===== src/rtl/pwm_pkg.sv =====
// pwm_pkg
//   Shared constants and helpers for the PWM output peripheral.
//   - NUM_PINS           : number of driven output pins
//   - CLK_DIV_DEFAULT    : default clocks per PWM count step
//   - PWM_BITS_DEFAULT   : default period counter / duty width
//   - DUTY_OFF/ALWAYS_ON : duty codes for the 8-bit register interface
//   - pin_mode_t         : per-pin drive selection
//   - pin_mode()/pin_drive() : decode enables into a mode and a pin level
package pwm_pkg;

  localparam int NUM_PINS         = 16;
  localparam int CLK_DIV_DEFAULT  = 13;
  localparam int PWM_BITS_DEFAULT = 8;

  localparam logic [7:0] DUTY_OFF       = 8'h00;
  localparam logic [7:0] DUTY_ALWAYS_ON = 8'hFF;

  typedef enum logic [1:0] {
    PIN_OFF  = 2'd0,
    PIN_HIGH = 2'd1,
    PIN_PWM  = 2'd2
  } pin_mode_t;

  // The output enable dominates: a PWM select on a disabled pin is still off.
  function automatic pin_mode_t pin_mode(input logic en_out, input logic en_pwm);
    pin_mode_t mode;
    if (!en_out) begin
      mode = PIN_OFF;
    end else if (en_pwm) begin
      mode = PIN_PWM;
    end else begin
      mode = PIN_HIGH;
    end
    return mode;
  endfunction

  function automatic logic pin_drive(input pin_mode_t mode, input logic pwm_sig);
    logic level;
    case (mode)
      PIN_HIGH: level = 1'b1;
      PIN_PWM:  level = pwm_sig;
      default:  level = 1'b0;
    endcase
    return level;
  endfunction

endpackage


===== src/rtl/pwm_timebase.sv =====
// pwm_timebase
//   Prescaler plus free-running period counter for the PWM peripheral.
//   Ports:
//     clk          : system clock
//     rst          : asynchronous active-high reset
//     pwm_cnt      : current position within the PWM period
//     wrap         : combinational, high in the last clock of a period
//     period_start : registered one-clock pulse in the first clock of a period
module pwm_timebase
  import pwm_pkg::*;
#(
  parameter int CLK_DIV  = CLK_DIV_DEFAULT,
  parameter int PWM_BITS = PWM_BITS_DEFAULT
) (
  input  logic                clk,
  input  logic                rst,
  output logic [PWM_BITS-1:0] pwm_cnt,
  output logic                wrap,
  output logic                period_start
);

  // A divide-by-1 prescaler still needs a one-bit register; it simply
  // never leaves zero, so tick is asserted every clock.
  localparam int PRE_W = (CLK_DIV > 1) ? $clog2(CLK_DIV) : 1;
  localparam logic [PRE_W-1:0] PRE_LAST = PRE_W'(CLK_DIV - 1);

  logic [PRE_W-1:0] prescaler;
  logic             tick;

  assign tick = (prescaler == PRE_LAST);
  assign wrap = tick && (pwm_cnt == {PWM_BITS{1'b1}});

  always_ff @(posedge clk or posedge rst) begin
    if (rst) begin
      prescaler <= '0;
    end else if (tick) begin
      prescaler <= '0;
    end else begin
      prescaler <= prescaler + 1'b1;
    end
  end

  // The counter relies on natural binary overflow for the 255 -> 0 wrap.
  always_ff @(posedge clk or posedge rst) begin
    if (rst) begin
      pwm_cnt <= '0;
    end else if (tick) begin
      pwm_cnt <= pwm_cnt + 1'b1;
    end
  end

  always_ff @(posedge clk or posedge rst) begin
    if (rst) begin
      period_start <= 1'b0;
    end else begin
      period_start <= wrap;
    end
  end

endmodule


===== src/rtl/pwm_peripheral.sv =====
// pwm_peripheral
//   Drives 16 pins from the SPI configuration registers. Each pin is off,
//   static high, or follows one PWM waveform shared by all PWM pins.
//   Ports:
//     clk             : system clock
//     rst             : asynchronous active-high reset
//     en_reg_out_7_0  : output enables, pins 7..0
//     en_reg_out_15_8 : output enables, pins 15..8
//     en_reg_pwm_7_0  : PWM select, pins 7..0
//     en_reg_pwm_15_8 : PWM select, pins 15..8
//     pwm_duty_cycle  : requested duty, 0x00 = always low, 0xFF = always high
//     out             : registered pin drive, bit i = pin i
//     period_start    : one-clock pulse at each PWM period boundary
module pwm_peripheral
  import pwm_pkg::*;
#(
  parameter int CLK_DIV  = CLK_DIV_DEFAULT,
  parameter int PWM_BITS = PWM_BITS_DEFAULT
) (
  input  logic                clk,
  input  logic                rst,
  input  logic [7:0]          en_reg_out_7_0,
  input  logic [7:0]          en_reg_out_15_8,
  input  logic [7:0]          en_reg_pwm_7_0,
  input  logic [7:0]          en_reg_pwm_15_8,
  input  logic [PWM_BITS-1:0] pwm_duty_cycle,
  output logic [NUM_PINS-1:0] out,
  output logic                period_start
);

  logic [PWM_BITS-1:0] pwm_cnt;
  logic                wrap;
  logic [PWM_BITS-1:0] duty_shadow;
  logic                pwm_sig;
  logic [NUM_PINS-1:0] en_out;
  logic [NUM_PINS-1:0] en_pwm;
  logic [NUM_PINS-1:0] next_out;

  pwm_timebase #(
    .CLK_DIV  (CLK_DIV),
    .PWM_BITS (PWM_BITS)
  ) u_timebase (
    .clk          (clk),
    .rst          (rst),
    .pwm_cnt      (pwm_cnt),
    .wrap         (wrap),
    .period_start (period_start)
  );

  // Duty is only taken on the last clock of a period so the waveform never
  // changes shape mid-period.
  always_ff @(posedge clk or posedge rst) begin
    if (rst) begin
      duty_shadow <= PWM_BITS'(DUTY_OFF);
    end else if (wrap) begin
      duty_shadow <= pwm_duty_cycle;
    end
  end

  // Full-scale duty is forced high so there is no single low step at the
  // top of the count.
  assign pwm_sig = (duty_shadow == PWM_BITS'(DUTY_ALWAYS_ON)) ? 1'b1
                 : (pwm_cnt < duty_shadow);

  assign en_out = {en_reg_out_15_8, en_reg_out_7_0};
  assign en_pwm = {en_reg_pwm_15_8, en_reg_pwm_7_0};

  always_comb begin
    next_out = '0;
    for (int i = 0; i < NUM_PINS; i++) begin
      next_out[i] = pin_drive(pin_mode(en_out[i], en_pwm[i]), pwm_sig);
    end
  end

  always_ff @(posedge clk or posedge rst) begin
    if (rst) begin
      out <= '0;
    end else begin
      out <= next_out;
    end
  end

endmodule


===== config.mk =====
export PLATFORM = sky130hd
export DESIGN_NAME = pwm_peripheral
export DESIGN_NICKNAME = d
export VERILOG_FILES = /design/src/rtl/pwm_pkg.sv /design/src/rtl/pwm_timebase.sv /design/src/rtl/pwm_peripheral.sv
export SDC_FILE = /design/constraint.sdc
export NUM_CORES = 1
export LEC_CHECK = 0
export ABC_AREA = 1
export ABC_CLOCK_PERIOD_IN_PS = 1700
export CAP_MARGIN = 20
export CORE_ASPECT_RATIO = 1.2
export CORE_MARGIN = 2
export CORE_UTILIZATION = 46
export DETAILED_ROUTE_END_ITERATION = 10
export HOLD_SLACK_MARGIN = 0.15
export PLACE_DENSITY = 0.87
export SYNTH_ARGS = -nofsm -noshare
export SYNTH_HDL_FRONTEND = slang
export SYNTH_SLANG_ARGS = --single-unit

===== constraint.sdc =====
create_clock -name clk -period 1.7 [get_ports clk]
set_clock_uncertainty 0.1 [all_clocks]
set_input_delay 0.17 -clock clk [delete_from_list [all_inputs] [get_ports clk]]
set_output_delay 0.17 -clock clk [all_outputs]
set_load 0.05 [all_outputs]

==> impl_metrics.py <==
metrics = {
    "sta": {
        "min_period_ps": 1720,
        "whs_ps": 175,
        "finalWorstSetupSlack_ps": -18.0,
        "maxSlewViolCount": 0,
        "rsz0062_at_grt": "yes",
        "tns_ps": -18.0,
        "hold_viol": 0,
        "fmax_mhz": 582,
        "setup_viol": 1,
        "slew_headroom_pct": 64.1,
        "finalCritPeriodShare_pct": 101,
        "worst_pin_slew_ps": 534,
    },
    "clocking": {
        "clk_pin_slew_ps": 70,
        "clkSinkCount": 37,
        "tritoncts": "yes",
        "cts-root-buf": "clkbuf_8",
        "clk_path_buf_depth": 2,
        "ctsHoldBuffers": 0,
        "clock_latency_ps": 290,
        "cts_buffers": 5,
        "htree_num_levels": 2,
    },
    "placed_design": {
        "dpl.hpwl_um": 2900,
        "place_congestion": 0.788,
        "dp.cells": 356,
        "portBuffers": 58,
    },
    "power": {
        "combPwrFrac_pct": 16.2,
        "switchingPower_mw": 0.511,
        "internal_power_mw": 1.53,
        "p_clk_share_pct": 38.9,
        "pwr-share-seq_pct": 44.9,
        "cellPowerDensity_nw_per_um2": 743,
        "power_mw": 2.04,
        "p_leak_nw": 1.62,
        "switching_share_pct": 25.1,
        "peakVddDrop_mv": 0.500,
    },
    "layout": {
        "final_util_pct": 69.7,
        "diodes": 0,
        "area_delta_synth_final_pct": 45.8,
        "layout-drive-gt1-share_pct": 17.2,
        "stdcell_count": 374,
        "final_nets": 371,
    },
    "routing": {
        "wl_um": 4100,
        "drcViolationCount": 0,
        "wire_per_inst_um": 11.0,
        "drt_iter0_drc": 47,
        "num_vias": 1663,
        "routed_via_density": 4.45,
        "first_pass_iters": 4,
        "ant_nets": 0,
    },
    "synth": {
        "netlist_instances": 241,
        "ys_warn_count": 0,
        "synth_seq_cells": 37,
        "syn_area_per_cell_sq_um": 7.82,
        "ys_seq_area_share_pct": 49.1,
        "synth_fp_nets": 293,
        "syn_area_sq_um": 1880,
        "synth_cell_types": 20,
    },
    "worst_setup_path": {
        "worstPathMaxFanout": 5,
        "cp.required_ps": 1780,
        "cp-end-kind": "flip-flop",
        "cp_data_arrival_time_ps": 1800,
        "setup.worst_path.class": "flip-flop to flip-flop",
        "start_kind": "flip-flop",
    },
    "status": {
        "status": "complete, but fails checks",
        "violations": "negative setup slack",
    },
    "global_route": {
        "grt_pass1_wl_um": 6610,
        "grt_util_all_layers_pct": 18.5,
        "grt_max_degree": 38,
        "grt_pass1_vias": 1659,
        "grt.overflow.total": 0,
        "antenna_found_initial": 0,
    },
    "floorplanning": {
        "fp.dieH_um": 74.1,
        "rows": 25,
        "coreArea_sq_um": 3940,
        "die_x_um": 62.4,
        "dieArea_sq_um": 4630,
        "start_util_pct": 47.8,
        "io_pins": 59,
    },
    "worst_hold_path": {
        "min_path_type": "input port to async pin",
    },
    "job": {
        "maxCapViolCount": 0,
    },
}
-- state kept, by name, indices dropped and copies added (netlist names) --
register,count
out,16
duty_shadow,8
u_timebase.pwm_cnt,8
u_timebase.prescaler,4
u_timebase.period_start,1
-- cell usage in the layout (no fill, tap or decap), drive strengths merged, types with 2 or more instances in the layout --
cell type,count
nor2,6
xor2,6
clkbuf,6
nand2,114
buf,29
a21oi,3
xnor2,2
nand3,2
nand3b,2
ha,10
inv,53
clkinv,2
clkdlybuf4s50,41
dfrtp,37
nor3,2
-- logic make-up after synthesis --
| logic type | after synthesis | synth area share (%) |
|---|---|---|
| compound gates | 5 | 1.46 |
| flops | 37 | 49.1 |
| buf+inv | 55 | 11.3 |
| xor+xnor | 8 | 3.72 |
| fa+ha+maj | 10 | 6.64 |
| simple gates | 126 | 27.8 |
-- repair_timing --
item                       4_1_cts  5_1_grt
setup endpoints to repair        0       26
setup buffers                    0        8
gates resized for setup          0        7
-- routing by layer --
layer	global-route usage (%)	wire length (um)	vias to the layer above
met5	0	0	-
met4	10.6	84	0
met3	5.75	252	8
met2	35.6	2280	52
met1	17.5	1480	746
li1	-	-	857
-- worst max-delay path, cell delays in order (launching register included) --
cell and delay (ps):
dfrtp_1 400, inv_1 70, ha_2 160, nand2_2 70, nor2_4 110, inv_2 60
nor2_4 90, nand2_2 70, nor2_4 180, nand2_4 110, nand2_2 110, nand2_1 70
-- final cells by class --
class                   count  area (sq um)
fillers                   313          1190
clock inverters             2          37.5
flip-flops and latches     37           926
repair buffers             70           641
clock buffers               6          82.6
well taps                  54          67.6
repair inverters            1          5.00
multi-input cells         150           779
inverters                  54           208
-- cells in the mapped netlist, drive strengths merged --
cell type,instances,share of area [%]
nor4,1,0.33
dfrtp,37,49
nand2,113,23
nand3,2,0.53
a21oi,3,0.80
xnor2,2,0.93
xor2,6,2.8
nand3b,2,0.80
clkinv,1,0.46
o21a,1,0.40
o21ai,1,0.27
ha,10,6.6
nor3,2,0.53
inv,53,11
buf,1,0.27
nor2,6,2.4
-- power by group through the flow --
stage | Sequential (mW) | Combinational (mW) | Clock, mW
6_report | 0.916 | 0.331 | 0.793
5_1_grt | 0.919 | 0.359 | 0.837
4_1_cts | 0.916 | 0.335 | 0.807
3_5_place_dp | 0.933 | 0.334 | 0
3_3_place_gp | 0.933 | 0.326 | 0
2_1_floorplan | 1.04 | 0.0600 | 0
-- path summary, 6_finish.rpt --
path | startpoint | end | slack [ps] | depth (start not counted)
setup / recovery | u_timebase.prescaler[1]$_DFF_PP0_ | duty_shadow[4]$_DFFE_PP0P_ | -20 | 11
hold / removal | rst | out[7]$_DFF_PP0_ | 170 | 3
setup reg to reg | u_timebase.prescaler[1]$_DFF_PP0_ | duty_shadow[4]$_DFFE_PP0P_ | -20 | 11
hold reg to reg | duty_shadow[6]$_DFFE_PP0P_ | duty_shadow[6]$_DFFE_PP0P_ | 390 | 2
max in group asynchronous | rst | duty_shadow[7]$_DFFE_PP0P_ | 1000 | 3
min in group clk | pwm_duty_cycle[0] | duty_shadow[0]$_DFFE_PP0P_ | 320 | 3
-- through the flow --
step / worst slack, ps / instance area (sq um)
2_1_floorplan: 127 / 1880
3_3_place_gp: 117 / 2530
3_5_place_dp: 31.6 / 2530
4_1_cts: 3.56 / 2650
5_1_grt: -130 / 2750
6_report: -18.0 / 2750
No activity file was read; power rests on OpenSTA's default activity.
